`src/rtl/mem_arb_pkg.sv`:
```
// mem_arb_pkg: shared states, grant ids, default widths and a saturating counter helper
package mem_arb_pkg;
  localparam int ADDR_W_DEF = 32;
  localparam int DATA_W_DEF = 32;
  typedef enum logic [1:0] {IDLE, BUSY_I, BUSY_D} state_e;
  typedef enum logic {GNT_I = 1'b0, GNT_D = 1'b1} gnt_e;
  function automatic logic [31:0] sat_inc(logic [31:0] v, logic [1:0] n);
    logic [32:0] s;
    s = {1'b0, v} + 33'(n);
    return s[32] ? 32'hFFFF_FFFF : s[31:0];
  endfunction
endpackage

```
`src/rtl/mem_arbiter_if.sv`:
```
// mem_arbiter_if: icache, data and shared memory valid/ready buses
interface mem_arbiter_if
  import mem_arb_pkg::*;
#(
  parameter int ADDR_W = ADDR_W_DEF,
  parameter int DATA_W = DATA_W_DEF
);
  logic              i_valid, i_ready;
  logic [ADDR_W-1:0] i_addr;
  logic [DATA_W-1:0] i_rdata;
  logic              d_valid, d_ready;
  logic [ADDR_W-1:0] d_addr;
  logic [DATA_W-1:0] d_wdata, d_rdata;
  logic [DATA_W/8-1:0] d_wstrb;
  logic              mem_valid, mem_ready;
  logic [ADDR_W-1:0] mem_addr;
  logic [DATA_W-1:0] mem_wdata, mem_rdata;
  logic [DATA_W/8-1:0] mem_wstrb;
  modport slave (
    input  i_valid, i_addr, d_valid, d_addr, d_wdata, d_wstrb, mem_ready, mem_rdata,
    output i_ready, i_rdata, d_ready, d_rdata, mem_valid, mem_addr, mem_wdata, mem_wstrb
  );
  modport master (
    output i_valid, i_addr, d_valid, d_addr, d_wdata, d_wstrb, mem_ready, mem_rdata,
    input  i_ready, i_rdata, d_ready, d_rdata, mem_valid, mem_addr, mem_wdata, mem_wstrb
  );
endinterface

```
`src/rtl/mem_arbiter_rr_arb2.sv`:
```
// rr_arb2: two-input round-robin selector; bit GNT_I is icache, bit GNT_D is data
module rr_arb2
  import mem_arb_pkg::*;
(
  input  logic       clk,
  input  logic       resetn,
  input  logic [1:0] req_i,
  input  logic       adv_i,
  output logic [1:0] gnt_o
);
  gnt_e last_q, last_d;
  always_comb begin
    gnt_o  = (&req_i) ? (last_q == GNT_D ? 2'b01 : 2'b10) : req_i;
    last_d = (adv_i && |req_i) ? (gnt_o[GNT_D] ? GNT_D : GNT_I) : last_q;
  end
  // last_grant resets to data so the first contended grant favours the icache
  always_ff @(posedge clk) last_q <= !resetn ? GNT_D : last_d;
endmodule

```
`src/rtl/mem_arbiter.sv`:
```
// mem_arbiter: round-robin icache/data arbiter onto one memory port, one grant outstanding.
// Defining MEM_ARB_STATS_EN adds saturating debug counters (grants, conflicts, wait cycles).
module mem_arbiter
  import mem_arb_pkg::*;
#(
  parameter int ADDR_W = ADDR_W_DEF,
  parameter int DATA_W = DATA_W_DEF
) (
  input  logic        clk,
  input  logic        resetn,
  mem_arbiter_if.slave bus
`ifdef MEM_ARB_STATS_EN
  ,
  output logic [31:0] dbg_i_grants,
  output logic [31:0] dbg_d_grants,
  output logic [31:0] dbg_conflicts,
  output logic [31:0] dbg_wait_cycles
`endif
);
  state_e              state_q, state_d;
  logic [ADDR_W-1:0]   addr_q, addr_d;
  logic [DATA_W-1:0]   wdata_q, wdata_d, i_rdata_q, d_rdata_q;
  logic [DATA_W/8-1:0] wstrb_q, wstrb_d;
  logic [1:0]          gnt;
  logic                idle;
  assign idle = state_q == IDLE;
  rr_arb2 u_arb (
    .clk    (clk),
    .resetn (resetn),
    .req_i  ({bus.d_valid, bus.i_valid}),
    .adv_i  (idle),
    .gnt_o  (gnt)
  );
  always_comb begin
    state_d = state_q;
    addr_d  = addr_q;
    wdata_d = wdata_q;
    wstrb_d = wstrb_q;
    if (idle && gnt[GNT_I]) begin
      state_d = BUSY_I;
      addr_d  = bus.i_addr;
      wdata_d = '0;
      wstrb_d = '0;
    end else if (idle && gnt[GNT_D]) begin
      state_d = BUSY_D;
      addr_d  = bus.d_addr;
      wdata_d = bus.d_wdata;
      wstrb_d = bus.d_wstrb;
    end else if (!idle && bus.mem_ready) begin
      state_d = IDLE;
    end
  end
  // each requester's rdata holds its last delivered word outside its ready pulse
  assign bus.mem_valid = !idle;
  assign bus.mem_addr  = addr_q;
  assign bus.mem_wdata = wdata_q;
  assign bus.mem_wstrb = wstrb_q;
  assign bus.i_ready   = state_q == BUSY_I && bus.mem_ready;
  assign bus.d_ready   = state_q == BUSY_D && bus.mem_ready;
  assign bus.i_rdata   = bus.i_ready ? bus.mem_rdata : i_rdata_q;
  assign bus.d_rdata   = bus.d_ready ? bus.mem_rdata : d_rdata_q;
  always_ff @(posedge clk) begin
    if (!resetn) begin
      state_q   <= IDLE;
      addr_q    <= '0;
      wdata_q   <= '0;
      wstrb_q   <= '0;
      i_rdata_q <= '0;
      d_rdata_q <= '0;
    end else begin
      state_q   <= state_d;
      addr_q    <= addr_d;
      wdata_q   <= wdata_d;
      wstrb_q   <= wstrb_d;
      i_rdata_q <= bus.i_rdata;
      d_rdata_q <= bus.d_rdata;
    end
  end
`ifdef MEM_ARB_STATS_EN
  logic [1:0] waits;
  assign waits = 2'(bus.i_valid && state_q != BUSY_I) + 2'(bus.d_valid && state_q != BUSY_D);
  always_ff @(posedge clk) begin
    if (!resetn) begin
      dbg_i_grants    <= '0;
      dbg_d_grants    <= '0;
      dbg_conflicts   <= '0;
      dbg_wait_cycles <= '0;
    end else begin
      dbg_i_grants    <= sat_inc(dbg_i_grants, 2'(idle && gnt[GNT_I]));
      dbg_d_grants    <= sat_inc(dbg_d_grants, 2'(idle && gnt[GNT_D]));
      dbg_conflicts   <= sat_inc(dbg_conflicts, 2'(idle && bus.i_valid && bus.d_valid));
      dbg_wait_cycles <= sat_inc(dbg_wait_cycles, waits);
    end
  end
`endif
endmodule

```
`src/flat_wrapper.sv`:
```
// flat-port wrapper written by rule: the top's interface ports become plain ports
module mem_arbiter_flat import mem_arb_pkg::*;
#(
  parameter int ADDR_W = ADDR_W_DEF,
  parameter int DATA_W = DATA_W_DEF
)
  (clk, resetn, bus_i_valid, bus_i_addr, bus_d_valid, bus_d_addr, bus_d_wdata, bus_d_wstrb, bus_mem_ready, bus_mem_rdata, bus_i_ready, bus_i_rdata, bus_d_ready, bus_d_rdata, bus_mem_valid, bus_mem_addr, bus_mem_wdata, bus_mem_wstrb);
  mem_arbiter_if #(.ADDR_W(ADDR_W), .DATA_W(DATA_W)) bus_i ();
  input  logic clk;
  input  logic resetn;
  input wire logic [$bits(bus_i.i_valid)-1:0] bus_i_valid;
  input wire logic [$bits(bus_i.i_addr)-1:0] bus_i_addr;
  input wire logic [$bits(bus_i.d_valid)-1:0] bus_d_valid;
  input wire logic [$bits(bus_i.d_addr)-1:0] bus_d_addr;
  input wire logic [$bits(bus_i.d_wdata)-1:0] bus_d_wdata;
  input wire logic [$bits(bus_i.d_wstrb)-1:0] bus_d_wstrb;
  input wire logic [$bits(bus_i.mem_ready)-1:0] bus_mem_ready;
  input wire logic [$bits(bus_i.mem_rdata)-1:0] bus_mem_rdata;
  output wire logic [$bits(bus_i.i_ready)-1:0] bus_i_ready;
  output wire logic [$bits(bus_i.i_rdata)-1:0] bus_i_rdata;
  output wire logic [$bits(bus_i.d_ready)-1:0] bus_d_ready;
  output wire logic [$bits(bus_i.d_rdata)-1:0] bus_d_rdata;
  output wire logic [$bits(bus_i.mem_valid)-1:0] bus_mem_valid;
  output wire logic [$bits(bus_i.mem_addr)-1:0] bus_mem_addr;
  output wire logic [$bits(bus_i.mem_wdata)-1:0] bus_mem_wdata;
  output wire logic [$bits(bus_i.mem_wstrb)-1:0] bus_mem_wstrb;
  assign bus_i.i_valid = bus_i_valid;
  assign bus_i.i_addr = bus_i_addr;
  assign bus_i.d_valid = bus_d_valid;
  assign bus_i.d_addr = bus_d_addr;
  assign bus_i.d_wdata = bus_d_wdata;
  assign bus_i.d_wstrb = bus_d_wstrb;
  assign bus_i.mem_ready = bus_mem_ready;
  assign bus_i.mem_rdata = bus_mem_rdata;
  assign bus_i_ready = bus_i.i_ready;
  assign bus_i_rdata = bus_i.i_rdata;
  assign bus_d_ready = bus_i.d_ready;
  assign bus_d_rdata = bus_i.d_rdata;
  assign bus_mem_valid = bus_i.mem_valid;
  assign bus_mem_addr = bus_i.mem_addr;
  assign bus_mem_wdata = bus_i.mem_wdata;
  assign bus_mem_wstrb = bus_i.mem_wstrb;
  mem_arbiter #(.ADDR_W(ADDR_W), .DATA_W(DATA_W)) u_core (.clk(clk), .resetn(resetn), .bus(bus_i));
endmodule
```
`config.mk`:
```
export PLATFORM = sky130hd
export DESIGN_NAME = mem_arbiter_flat
export DESIGN_NICKNAME = d
export VERILOG_FILES = /design/src/rtl/mem_arb_pkg.sv /design/src/rtl/mem_arbiter_if.sv /design/src/rtl/mem_arbiter_rr_arb2.sv /design/src/rtl/mem_arbiter.sv /design/src/flat_wrapper.sv
export SDC_FILE = /design/constraint.sdc
export NUM_CORES = 1
export LEC_CHECK = 0
export ABC_CLOCK_PERIOD_IN_PS = 1890
export CORE_UTILIZATION = 42
export DETAILED_ROUTE_END_ITERATION = 10
export HOLD_SLACK_MARGIN = 0.05
export PLACE_DENSITY = 0.81
export SETUP_SLACK_MARGIN = 0.02
export SYNTH_ARGS = -nofsm -noshare
export SYNTH_HDL_FRONTEND = slang
export SYNTH_SLANG_ARGS = --single-unit
export TNS_END_PERCENT = 1
```
`constraint.sdc`:
```
create_clock -name clk -period 1.89 [get_ports clk]
set_input_delay 0.2835 -clock clk [delete_from_list [all_inputs] [get_ports clk]]
set_output_delay 0.2835 -clock clk [all_outputs]
set_load 0.01 [all_outputs]
```
==> impl_results.md <==
* Run status: finished, violations left
* Violations in the final reports: setup timing
* Yosys reg bits at between 100 and 150
* Sinks on Clock Net at 135
* Syn Nets at just over 700
* Number of warnings issued by yosys at 0
* Count of buffers from port buffering at 271
* First-pass GRT wire length at 30200 um
* TritonCTS clock tree: built
* Endpoint of the worst-slack reg-to-reg timing path: u_core.bus.mem_addr[0]
* Slowest-stage cell, CP: dfxtp_4
* Reg2reg path depth at 7
* Total number of vias at 5841
* Area of the die at 14900 um2
* Number of levels the H-tree was split into at 4
* Cells along the critical path: nand3b_4 > buf_6 > buf_12 > mux2_4 > buf_6
* Pre-CTS setup slack at -0.434 ns
* Net count reported at finish at around 1000
* Worst path most repeated cell: buf_6
* Via count of the first global-routing pass at between 5000 and 6000
* Detailed-routing iteration count for the pre-antenna-repair pass at 6
* End of the worst hold path: u_core.u_arb.last_q
* Hold Vio Cnt, Final at 0
* Data arrival time of the critical path at 1.72 ns
* Finished layout cell area at around 10000 um2
* Post-layout worst setup margin at -0.116 ns
* Highest Clock Rate at around 0.5 GHz
* Routability congestion estimate at 0.796
* Later-pin clock latency in the skew report at 0.43 ns
* Worst Setup Path Type: reg2out
* Starting utilization of the core area at 43.3%
* Worst stage delay on the critical path at 0.36 ns
* Critical path startpoint category: flip-flop
* Area delta synth->final at 64.1%
* Footprint of the multi-input gates at between 2000 and 3000 um2
* Kind of end point of the critical path: output port
* Total Routed Length at 19800 um
* Max-cap violations at 0
* Slew Limit Fails at 0
* Cell area reported after detailed placement at 9000 um2
* Cell row count at 43
* Global-route total usage across every layer at 26.2%
* Area used by sequential logic in the layout at 2710 um2
* Ratio of routed vias to standard cells at 5.55
* Final non-filler cell total at 1053
* Worst hold stages at 2
* Number of library cell types mapped by synthesis at 30
* Remaining DRCs at 0
* Clock transition at the registers of the reported paths at ~0.06 ns
* Fill cell total of the finished layout at 958
* P_leak at 4.03 nW
* Initial detailed-routing violation count at 411
* Reg2Reg Setup Slack at 0.15 ns
* Fin crit share at 106%
* RSZ-0062 raised after global routing: true
* Number of ports placed on the die boundary at approximately 270
* CP startpoint: u_core.state_q[0]
* Buffer levels on the longest clock path at 2
* Final setup viols at between 50 and 60
* Number of buffer and inverter instances along the worst setup path at 3
* Hold buffer count at CTS at 0
* Antenna viol nets, final at 0
* Hold wc startpoint: resetn
* Time the worst path needs with I/O delays and setup at 2.01 ns
* Die span in y at about 120 um
* Initial antenna violation count at 1
* GRT overflow at 0
* Endpoint required time on the critical path at 1.61 ns
* Gate Count Post-Synth at between 500 and 600
* Routed length per placed instance at 18.8 um
* Pin count of the biggest net entering global routing at 65
* Core outline area at 13900 um2
* Post-Syn Area at between 6000 and 7000 um2
* Width of the chip at 122 um
* Worst slew slack as a fraction of its limit at a little over three fifths
* Inserted Clock Buffers at 17
* Fraction of the yosys area taken by sequential cells at 44.8%
* Post-placement cell count at roughly 1000
* Slew at the pin closest to its max-slew limit at roughly 0.54 ns
* Fraction of layout instances using a drive strength above 1 at between 20% and 30%
* Final HPWL from detailed placement at 13300 um
* Worst clock skew on the final layout at ~0.0083 ns
* Root Buffer Master: clkbuf_16
* Peak supply drop at 593 uV
* Type of the tightest min-delay check: in2reg
* Critical register-to-register path startpoint: u_core.state_q[0]
* Power density cells at 854 nW/um2
* Largest delay contributor family on the critical path: buffers and inverters
* Worst-path fanout max at 5
* Mean post-synth cell area at 10.3 um2
## worst reg2reg max path: stages, from the launching register on
cell,delay (ns)
dfxtp_4,0.36
buf_4,0.13
buf_4,0.15
nor2_4,0.13
inv_4,0.08
buf_12,0.18
a2111oi_0,0.45
nor4b_1,0.13
## worst max path at each step
stage	slack [ns]	cells after the start	end
detailed placement	-0.43	5	bus_d_rdata[5]
CTS	-0.13	5	bus_i_rdata[10]
global placement	-0.42	5	bus_d_rdata[12]
global route	-0.16	5	bus_d_rdata[1]
finish	-0.12	5	bus_d_rdata[1]
floorplan	0.36	3	bus_i_rdata[10]
## what timing repair did
| item | in CTS | in global routing |
|---|---|---|
| setup endpoints to repair | 67 | 66 |
| gates cloned | 4 | 0 |
| buffers inserted | 9 | 2 |
| gates resized for setup | 353 | 2 |
## synth_stat cells
| cell | n | area, um2 |
|---|---|---|
| nor4_1 | 32 | 200 |
| or2_2 | 1 | 6.26 |
| nand2_1 | 1 | 3.75 |
| mux2_2 | 6 | 67.6 |
| nand3b_4 | 2 | 40.0 |
| o21ai_1 | 3 | 15.0 |
| buf_2 | 15 | 75.1 |
| nor4b_1 | 32 | 280 |
| clkbuf_1 | 38 | 143 |
| inv_1 | 2 | 7.51 |
| o21ai_0 | 34 | 170 |
| buf_6 | 11 | 124 |
| a2111oi_0 | 32 | 280 |
| nor2b_1 | 2 | 12.5 |
| nand2b_1 | 1 | 6.26 |
| nor2_4 | 1 | 11.3 |
| inv_2 | 2 | 7.51 |
| a21oi_1 | 69 | 345 |
| a211oi_4 | 1 | 20.0 |
| nor3_1 | 1 | 5.00 |
| inv_4 | 1 | 6.26 |
| a211o_1 | 1 | 8.76 |
| dfxtp_1 | 135 | 2700 |
| o31ai_4 | 1 | 21.3 |
| o21a_1 | 1 | 7.51 |
| nor2_1 | 1 | 3.75 |
| and2_1 | 64 | 400 |
| clkbuf_2 | 2 | 10.0 |
| mux2_4 | 58 | 871 |
| nand3_1 | 37 | 185 |
## cell type report
cell class	count	share of cell area, %
inverter	5	0.215
tap	180	2.27
sequential	135	27.3
clock buffer	21	4.75
multi-input combinational	381	30.1
antenna	1	0.0253
clock inverter	11	1.48
timing repair buffer	319	33.8
## cell usage in the layout, fill, tap and decap left out, types with 2 or more instances in the layout
| cell type | count |
|---|---|
| clkdlybuf4s50_1 | 202 |
| dfxtp_1 | 133 |
| a21oi_1 | 69 |
| buf_6 | 68 |
| and2_1 | 64 |
| mux2_4 | 62 |
| nand3_1 | 37 |
| o21ai_0 | 34 |
| a2111oi_0 | 32 |
| nor4_1 | 32 |
| nor4b_1 | 32 |
| buf_4 | 21 |
| clkbuf_16 | 17 |
| buf_12 | 11 |
| buf_2 | 8 |
| clkinvlp_4 | 5 |
| o21ai_1 | 3 |
| bufinv_16 | 3 |
| clkbuf_8 | 3 |
| buf_16 | 3 |
| nand3b_4 | 2 |
| mux2_2 | 2 |
| inv_1 | 2 |
| inv_2 | 2 |
| clkinv_2 | 2 |
| clkdlybuf4s15_1 | 2 |
| buf_8 | 2 |
## flip-flops by register name, summed over array words and instances, names as in the netlist
register and count:
u_core.bus.mem_wdata 32, u_core.bus.mem_wstrb 4, u_core.state_q 2, u_core.u_arb.last_q 1
u_core.d_rdata_q 32, u_core.i_rdata_q 32, u_core.bus.mem_addr 32
## report_power, final
part	total, mW	switching, mW	internal, mW
Combinational	1.88	0.843	1.04
Clock	3.46	1.29	2.18
Sequential	3.12	0.0896	3.03
Total	8.46	2.22	6.24
## cell families (layout without fill, tap and decap cells)
family | Yosys count | in the layout | share of synthesized area, %
compound gates | 142 | 142 | 14.4
other cells | 0 | 1 | 0
flops | 135 | 135 | 44.8
simple gates | 175 | 175 | 19.1
buf+inv | 71 | 356 | 6.18
mux | 64 | 64 | 15.5
## through the flow
stage	setup TNS, ns	power [mW]	util, %	hold WS (ns)
6_report	-4.19	8.46	71.1	0.268
5_1_grt	-7.32	8.76	71.1	0.283
4_1_cts	-6.44	8.50	71.2	0.261
3_5_place_dp	-28.05	4.97	64.6	0.466
3_3_place_gp	-25.76	4.91	64.6	0.461
2_1_floorplan	0	4.01	-	0.431
## per-layer routing
layer	vias to the layer above	wire [um]	GRT usage, %
li1	2713	-	-
met1	2802	7720	29.6
met2	286	9910	44.9
met3	40	1710	8.90
met4	0	474	10.6
met5	-	0	0
Note: power is estimated with default switching activity, not from simulation.
